**config.mk**
```make
export PLATFORM = sky130hd
export DESIGN_NAME = serial_seq_generator
export DESIGN_NICKNAME = d
export VERILOG_FILES = /design/src/rtl/serial_seq_generator.sv
export SDC_FILE = /design/constraint.sdc
export NUM_CORES = 1
export LEC_CHECK = 0
export BUFFER_PORTS_ARGS = -buffer_cell sky130_fd_sc_hd__buf_4
export CORE_ASPECT_RATIO = 1.4
export CORE_MARGIN = 2
export CORE_UTILIZATION = 40
export CTS_CLUSTER_SIZE = 40
export DETAILED_ROUTE_END_ITERATION = 7
export PLACE_DENSITY = 0.67
export SETUP_SLACK_MARGIN = 0.15
export SLEW_MARGIN = 20
export SYNTH_ARGS = -nofsm -noshare
export SYNTH_HDL_FRONTEND = slang
export SYNTH_SLANG_ARGS = --single-unit
```
**constraint.sdc**
```tcl
create_clock -name clock_i -period 2.9 [get_ports clock_i]
set_clock_uncertainty 0.2 [all_clocks]
set_input_delay 0.29 -clock clock_i [delete_from_list [all_inputs] [get_ports clock_i]]
set_output_delay 0.29 -clock clock_i [all_outputs]
set_load 0.05 [all_outputs]
```
**src/rtl/serial_seq_generator.sv**
```systemverilog
// serial_seq_generator
// Shifts a captured parallel pattern out MSB-first (bit len-1 first), one bit
// per clock, repeated repeat+1 times. Outputs are registered.
//
// Optional feature macro: SSG_GAP_EN
//   defined   : GAP idle-level bit-times are inserted between repetitions
//   undefined : repetitions are sent back-to-back (GAP state not built)
//
// Ports
//   clock_i    rising-edge clock
//   reset_i    synchronous active-high reset
//   start_i    transmission request, sampled only while busy_o = 0
//   pattern_i  bits to send, bit len-1 first, bit 0 last
//   len_i      pattern length, 0 = send nothing, clamped to WIDTH
//   repeat_i   extra repetitions (total sends = repeat_i + 1)
//   out_o      serial data, IDLE_LVL when no pattern bit is sent
//   valid_o    out_o carries a pattern bit
//   busy_o     high from first bit through last bit, gaps included
//   done_o     one-cycle pulse after the final bit
//
// state  | meaning
// S_IDLE | waiting for start, out = IDLE_LVL
// S_SEND | one pattern bit per cycle from the shift register
// S_GAP  | idle-level bit-times between repetitions (SSG_GAP_EN only)
// S_DONE | one-cycle completion pulse, start accepted here too

module serial_seq_generator #(
    parameter int   WIDTH    = 8,
    parameter int   LEN_W    = 4,
    parameter int   CNT_W    = 4,
    parameter int   GAP      = 2,
    parameter logic IDLE_LVL = 1'b1
) (
    input  logic             clock_i,
    input  logic             reset_i,
    input  logic             start_i,
    input  logic [WIDTH-1:0] pattern_i,
    input  logic [LEN_W-1:0] len_i,
    input  logic [CNT_W-1:0] repeat_i,
    output logic             out_o,
    output logic             valid_o,
    output logic             busy_o,
    output logic             done_o
);

    if (GAP < 1 || (1 << LEN_W) <= WIDTH) begin : g_bad_cfg
        $error("serial_seq_generator: GAP must be >= 1 and 2**LEN_W > WIDTH");
    end

    localparam logic [LEN_W-1:0] WIDTH_L = LEN_W'(WIDTH);

    typedef enum logic [1:0] {
        S_IDLE = 2'd0,
        S_SEND = 2'd1,
        S_DONE = 2'd2
`ifdef SSG_GAP_EN
        ,
        S_GAP  = 2'd3
`endif
    } state_t;

    state_t           state_q, state_d;
    logic [WIDTH-1:0] pat_q, pat_d;   // captured pattern, left-aligned
    logic [WIDTH-1:0] sh_q, sh_d;     // working shift register, MSB is on the line
    logic [LEN_W-1:0] len_q, len_d;
    logic [LEN_W-1:0] bit_q, bit_d;   // index of the bit currently on out_o
    logic [CNT_W-1:0] rep_q, rep_d;
    logic             out_q, out_d;
    logic             valid_q, valid_d;
    logic             busy_q, busy_d;
    logic             done_q, done_d;

`ifdef SSG_GAP_EN
    localparam int GAP_W = (GAP > 1) ? $clog2(GAP) : 1;
    logic [GAP_W-1:0] gap_q, gap_d;
`endif

    logic [LEN_W-1:0] len_clamp;
    logic [WIDTH-1:0] pat_align;
    logic [WIDTH-1:0] sh_shift;

    // Left-align so pattern bit len-1 sits in the MSB; every send then
    // simply shifts left and always drives the MSB.
    always_comb begin
        len_clamp = (len_i > WIDTH_L) ? WIDTH_L : len_i;
        pat_align = pattern_i << (WIDTH_L - len_clamp);
        sh_shift  = sh_q << 1;
    end

    always_ff @(posedge clock_i) begin
        if (reset_i) begin
            state_q <= S_IDLE;
            pat_q   <= '0;
            sh_q    <= '0;
            len_q   <= '0;
            bit_q   <= '0;
            rep_q   <= '0;
            out_q   <= IDLE_LVL;
            valid_q <= 1'b0;
            busy_q  <= 1'b0;
            done_q  <= 1'b0;
`ifdef SSG_GAP_EN
            gap_q   <= '0;
`endif
        end else begin
            state_q <= state_d;
            pat_q   <= pat_d;
            sh_q    <= sh_d;
            len_q   <= len_d;
            bit_q   <= bit_d;
            rep_q   <= rep_d;
            out_q   <= out_d;
            valid_q <= valid_d;
            busy_q  <= busy_d;
            done_q  <= done_d;
`ifdef SSG_GAP_EN
            gap_q   <= gap_d;
`endif
        end
    end

    always_comb begin
        state_d = state_q;
        pat_d   = pat_q;
        sh_d    = sh_q;
        len_d   = len_q;
        bit_d   = bit_q;
        rep_d   = rep_q;
        out_d   = IDLE_LVL;
        valid_d = 1'b0;
        busy_d  = 1'b0;
        done_d  = 1'b0;
`ifdef SSG_GAP_EN
        gap_d   = gap_q;
`endif

        unique case (state_q)
            S_IDLE, S_DONE: begin
                state_d = S_IDLE;
                if (start_i) begin
                    pat_d = pat_align;
                    len_d = len_clamp;
                    rep_d = repeat_i;
                    if (len_clamp != '0) begin
                        state_d = S_SEND;
                        sh_d    = pat_align;
                        bit_d   = len_clamp - LEN_W'(1);
                        out_d   = pat_align[WIDTH-1];
                        valid_d = 1'b1;
                        busy_d  = 1'b1;
                    end else begin
                        state_d = S_DONE;
                        done_d  = 1'b1;
                    end
                end
            end

            S_SEND: begin
                if (bit_q != '0) begin
                    sh_d    = sh_shift;
                    bit_d   = bit_q - LEN_W'(1);
                    out_d   = sh_shift[WIDTH-1];
                    valid_d = 1'b1;
                    busy_d  = 1'b1;
                end else if (rep_q != '0) begin
                    rep_d = rep_q - CNT_W'(1);
`ifdef SSG_GAP_EN
                    state_d = S_GAP;
                    gap_d   = GAP_W'(GAP - 1);
                    busy_d  = 1'b1;
`else
                    sh_d    = pat_q;
                    bit_d   = len_q - LEN_W'(1);
                    out_d   = pat_q[WIDTH-1];
                    valid_d = 1'b1;
                    busy_d  = 1'b1;
`endif
                end else begin
                    state_d = S_DONE;
                    done_d  = 1'b1;
                end
            end

`ifdef SSG_GAP_EN
            S_GAP: begin
                busy_d = 1'b1;
                if (gap_q == '0) begin
                    state_d = S_SEND;
                    sh_d    = pat_q;
                    bit_d   = len_q - LEN_W'(1);
                    out_d   = pat_q[WIDTH-1];
                    valid_d = 1'b1;
                end else begin
                    gap_d = gap_q - GAP_W'(1);
                end
            end
`endif

            default: state_d = S_IDLE;
        endcase
    end

    assign out_o   = out_q;
    assign valid_o = valid_q;
    assign busy_o  = busy_q;
    assign done_o  = done_q;

endmodule
```
Yosys cells after proc, flatten, opt, wreduce, memory -nomap -nowiden
Cells that the tools add are included.
{ "word_totals": {"register_bits": 32, "input_bits": 19, "out_inout_bits": 4, "word_cells": 69} }
{ "op_classes": {"n_addsub": 5, "n_lt_le_gt_ge": 1, "n_eq_ne": 8, "shifts": 1, "mux": 35, "n_reduce_logical": 10} }
{ "op_table": {"columns": ["cell", "count"], "rows": [
  ["$mux W4", 8],
  ["$mux W7", 4],
  ["$pmux W4 S2", 2],
  ["$sub A4 B1 Y4 const B", 4],
  ["$pmux W7 S2", 1],
  ["$mux W1", 12],
  ["$reduce_bool A4 Y1", 3],
  ["$ne A2 B2 Y1 const B", 5],
  ["$mux W2", 4],
  ["$reduce_and A4 Y1", 2],
  ["$shl A8 B4 Y8", 1],
  ["$pmux W1 S2", 3],
  ["$gt A4 B4 Y1 const B", 1],
  ["$pmux W2 S2", 1],
  ["$reduce_and A2 Y1", 2],
  ["$sub A4 B4 Y4 const A", 1],
  ["$ne A3 B3 Y1 const B", 1],
  ["$eq A2 B1 Y1 const B", 1],
  ["$eq A2 B2 Y1 const B", 1],
  ["$logic_not A2 Y1", 1],
  ["$reduce_bool A2 Y1", 1],
  ["$reduce_or A2 Y1", 1]
]} }

Logic depth before layout (Yosys ltp)
{ "depth": {"word_depth": 7, "ltp_mapped": 11, "depth_no_buf": 7} }

Least setup slack after synthesis
OpenSTA, ideal clock, no wires.
{ "synth_timing": {"kind": "input to register", "from": "input port len_i[3]", "to": "register sh_q[4]", "setup_ps": 137, "arrival_ps": 1908, "required_time_ps": 2563, "setup_slack_ps": 655, "stages": 9, "path_buffers": 2, "cell_sequence": "nand2b_1 -> buf_4 -> ha_1 -> buf_2 -> mux2i_1 -> o22ai_1 -> a211o_1 -> a311oi_1 -> nor3_1"} }
{ "synth_between": {"elab_chain_cells": 7, "word_cells_on_any_way": 10, "classes_between": "1 x add/sub; 1 x order compare; 1 x eq/ne; 1 x shift; 4 x mux; 2 x reduce/logical"} }
{ "synth_rtl": {"columns": ["element", "line", "text"], "rows": [
  ["start, declared", "38", "input logic [LEN_W-1:0] len_i,"],
  ["$gt A4 B4 Y1", "85", "len_clamp = (len_i > WIDTH_L) ? WIDTH_L : len_i;"],
  ["$mux W4 (*)", "85", null],
  ["$sub A4 B4 Y4", "86", "pat_align = pattern_i << (WIDTH_L - len_clamp);"],
  ["$shl A8 B4 Y8", "86", null],
  ["$mux W7", "144", "if (len_clamp != '0) begin"],
  ["$mux W7", "140", "if (start_i) begin"],
  ["$pmux W7 S2", "137", "unique case (state_q)"],
  ["end signal, assigned", "94", "sh_q <= '0;"],
  ["end signal, assigned", "108", "sh_q <= sh_d;"],
  ["end, declared", "64", "logic [WIDTH-1:0] sh_q, sh_d;"]
]} }
Mark *: on every way between the ends. The rest lies on a longest branch, timed or not. The select of a mux whose other input is x is not followed.
A chain may end at the register's enable or synchronous reset.

Worst setup path in the final report
{ "layout_timing": {"from": "register rep_q[0]", "to": "register sh_q[1]"} }
{ "layout_between": {"elab_chain_cells": 3} }
{ "layout_rtl": {"columns": ["element", "line", "text"], "rows": [
  ["start, declared", "67", "logic [CNT_W-1:0] rep_q, rep_d;"],
  ["start signal, assigned", "111", "rep_q <= rep_d;"],
  ["$reduce_bool A4 Y1", "165", "end else if (rep_q != '0) begin"],
  ["$ne A3 B3 Y1 (no source line)", null, null],
  ["$reduce_and A4 Y1 (no source line)", null, null]
]} }
No other way between the ends.

==> impl_metrics.yaml <==
sta:
  setup_viol: 0
  whs_ns: 0.08399
  slew_violations: 0
  slew_headroom_pct: 57.34
  post-route-period-util_pct: 78.94
  rsz0062_at_grt: "false"
  setup_tns_ns: 0
  setup_slack_ns: 0.6107
  timing_hold_violations_final: 0
  min_period_ns: 2.289
  fmax_ghz: 0.4368
  worst_slew_pin_slew_ns: 0.6400
placed_design:
  dpl_cell_area_mm2: 0.002093
  gp_congestion: 0.8222
  portBuffers: 22
  dp_hpwl_um: 3025
  pre_cts_slack_ns: 0.3278
power:
  total_power_mw: 1.412
  powerDensity_mw_per_mm2: 640.3
  peakVddDrop_mv: 0.2804
  leakage_nw: 0.8576
cts:
  clock_path_buffers: 2
  cts_tree: "yes"
  cts.sinks: 32
  hold_buffers: 0
  numCtsBuffers: 5
  post-cts-setup-buffers: 0
  cts_root_buffer: "clkbuf_8"
  htreeDepth: 2
  clkLatencyLatePin_ns: 0.29
  cts_resized: 0
  path_clk_slew_ns: 0.07
final_layout:
  fin_nets: 273
  nFillCells: 453
  syn_to_final_growth_pct: 16.92
  fin_area_mm2: 0.002205
  drive_gt1_share_pct: 20.24
  antenna_cells: 0
  regArea_um2: 640.6
  multi_input_area_mm2: 0.001135
synth:
  yosys.area.top_type: "dfxtp_1"
  synthAdderAreaFrac_pct: 1.991
  ys_async_sr_fraction_pct: 0
  synth_ff_type: "dfxtp_1"
  synth_compound_area_share_pct: 23.09
  synth_edf_count: 0
  yosys.area_share.xor_xnor_pct: 0.4645
  ys_ff_latch: 32
  synth-simple-area-share_pct: 23.69
  yosysWarnings: 0
  synth_area_leaders: "dfxtp_1, mux2i_1, nor2_1"
  yosys-top-cells-count: "dfxtp_1, nor2_1, nand2_1"
  synth_cell_types: 49
  synth_area_per_cell_um2: 8.163
  synth_cells: 231
  synth_nets: 253
  synth-seq-area-share_pct: 33.97
  synth_top_area_share_pct: 33.97
  synthMuxAreaShare_pct: 10.95
  synth_top_family_by_area: "simple AND/OR/NAND/NOR gates"
  netlist_area_mm2: 0.001886
flow_run:
  drv_cap: 0
worst_setup_path:
  worstPathArrival_ns: 2.31
  cp-startpoint: "rep_q[0]$_SDFFE_PP0P_"
  crit_type: "flop to flop"
  r2r-start: "rep_q[0]$_SDFFE_PP0P_"
  crit_path_end: "sh_q[1]$_SDFFE_PP0P_"
  worstSetupStartpointType: "flop"
  reg2regPathDepth: 8
  path_cells: "inv_1 > ha_1 > nor3b_1 > buf_4 > a21oi_2 > or2_1 > o211ai_1 > a21oi_1"
  reg2reg_slack_ns: 0.61
  max_stage_delay_ns: 0.54
  crit_fanout: 16
  critPathRequiredTime_ns: 2.92
  rr_endpoint: "sh_q[1]$_SDFFE_PP0P_"
  crit_path_end_kind: "flop"
  cp_slowest_cell: "or2_1"
grt:
  grt_pass1_wl_um: 7376
  track_usage_pct: 18.22
  antenna_found_initial: 0
  grt-ovfl-total: 0
  grt_max_degree: 33
  grt_pass1_vias: 1618
worst_hold_path:
  min_path_type: "input port to flop"
routing:
  route.vias.total: 1666
  route.final.wire_length_um: 4230
  drt_iter0_drc: 119
  wl_per_cell_um: 13.47
  vias_per_cell: 5.306
  antenna_violating_nets_post_route: 0
  drc_errors: 0
  drt_pass1_iterations: 4
floorplan:
  io-pin-count: 23
  die_h_um: 85.24
  rows: 29
  coreArea_mm2: 0.004536
  dieArea_mm2: 0.005287
  die_x_um: 62.03
  start_util_pct: 41.57
status:
  outcome: "complete, no violations"
-- layer usage --
layer / wire length [um] / vias to the layer above / share of wire (%) / track usage (%)
met5: 0 / - / 0 / 0
met4: 82 / 0 / 1.9 / 7.157
met3: 152 / 6 / 3.6 / 3.049
met2: 2091 / 35 / 49 / 29.64
met1: 1902 / 760 / 45 / 23.24
li1: - / 865 / - / -
-- per-stage QoR --
step | util [%] | instances
finish | 48.61 | 314
global route | 48.61 | 314
CTS | 48.61 | 314
detailed placement | 46.15 | 306
global placement | 46.15 | 306
floorplan | - | 231
-- logic make-up (layout without fill, tap and decap cells) --
family                     Yosys count  count (layout)
and+or+nand+nor                     93              93
AOI/OAI and AO/OA                   63              63
DFF                                 32              32
buffers and inverters               21              42
muxes                               18              18
adders and majority gates            3               3
xor gates and xnor gates             1               1
-- worst max-delay path, delay by kind of cell (launching register included) --
kind	cells	cell delay, ns
AO/OA/AOI/OAI	3	0.55
adder cells (fa/ha/maj)	1	0.22
buffers and inverters	2	0.22
flip-flops	1	0.35
AND/OR/NAND/NOR	2	0.68
-- cell usage in the layout (no fill, tap or decap), drive strengths merged, types with 3 or more instances in the layout --
cell type | netlist | layout
nor2b | 4 | 4
mux2i | 15 | 15
o211ai | 4 | 4
nor2 | 32 | 32
nor3 | 6 | 6
or2 | 3 | 3
nor3b | 3 | 3
a311oi | 3 | 3
nand3 | 4 | 4
a21oi | 22 | 22
nand2b | 7 | 7
a211oi | 4 | 4
ha | 3 | 3
o21ai | 10 | 10
clkbuf | 8 | 5
buf | 9 | 30
dfxtp | 32 | 32
nand2 | 27 | 27
inv | 4 | 4
-- area by class of cell --
| cell class | instances | area share, % |
|---|---|---|
| Clock buffer | 5 | 3.121 |
| Multi-Input combinational cell | 178 | 51.48 |
| Sequential cell | 32 | 29.06 |
| Inverter | 4 | 0.6810 |
| Timing Repair Buffer | 30 | 10.22 |
| Tap cell | 62 | 3.519 |
| Clock inverter | 3 | 1.930 |
-- how the worst min path moves through the flow --
stage                              start  cells past startpoint               endpoint  slack [ns]
finish                       repeat_i[0]                      3  rep_q[0]$_SDFFE_PP0P_        0.08
detailed placement  sh_q[5]$_SDFFE_PP0P_                      2   sh_q[5]$_SDFFE_PP0P_        0.24
CTS                          repeat_i[0]                      3  rep_q[0]$_SDFFE_PP0P_        0.08
global route                 repeat_i[0]                      3  rep_q[0]$_SDFFE_PP0P_         0.1
global placement    sh_q[5]$_SDFFE_PP0P_                      2   sh_q[5]$_SDFFE_PP0P_        0.24
floorplan                        reset_i                      1   sh_q[0]$_SDFFE_PP0P_        0.16
-- report_power, final --
group	total, mW	switching (mW)	internal [mW]
clock	0.429	0.175	0.254
sequential	0.533	0.0400	0.493
combinational	0.450	0.259	0.191
-- registers in the layout, summed over array words and instances, names as in the netlist --
signal,flops
pat_q,8
sh_q,7
bit_q,4
len_q,4
rep_q,4
state_q,2
busy_o,1
done_o,1
out_o,1
No activity file was read; power rests on OpenSTA's default activity.
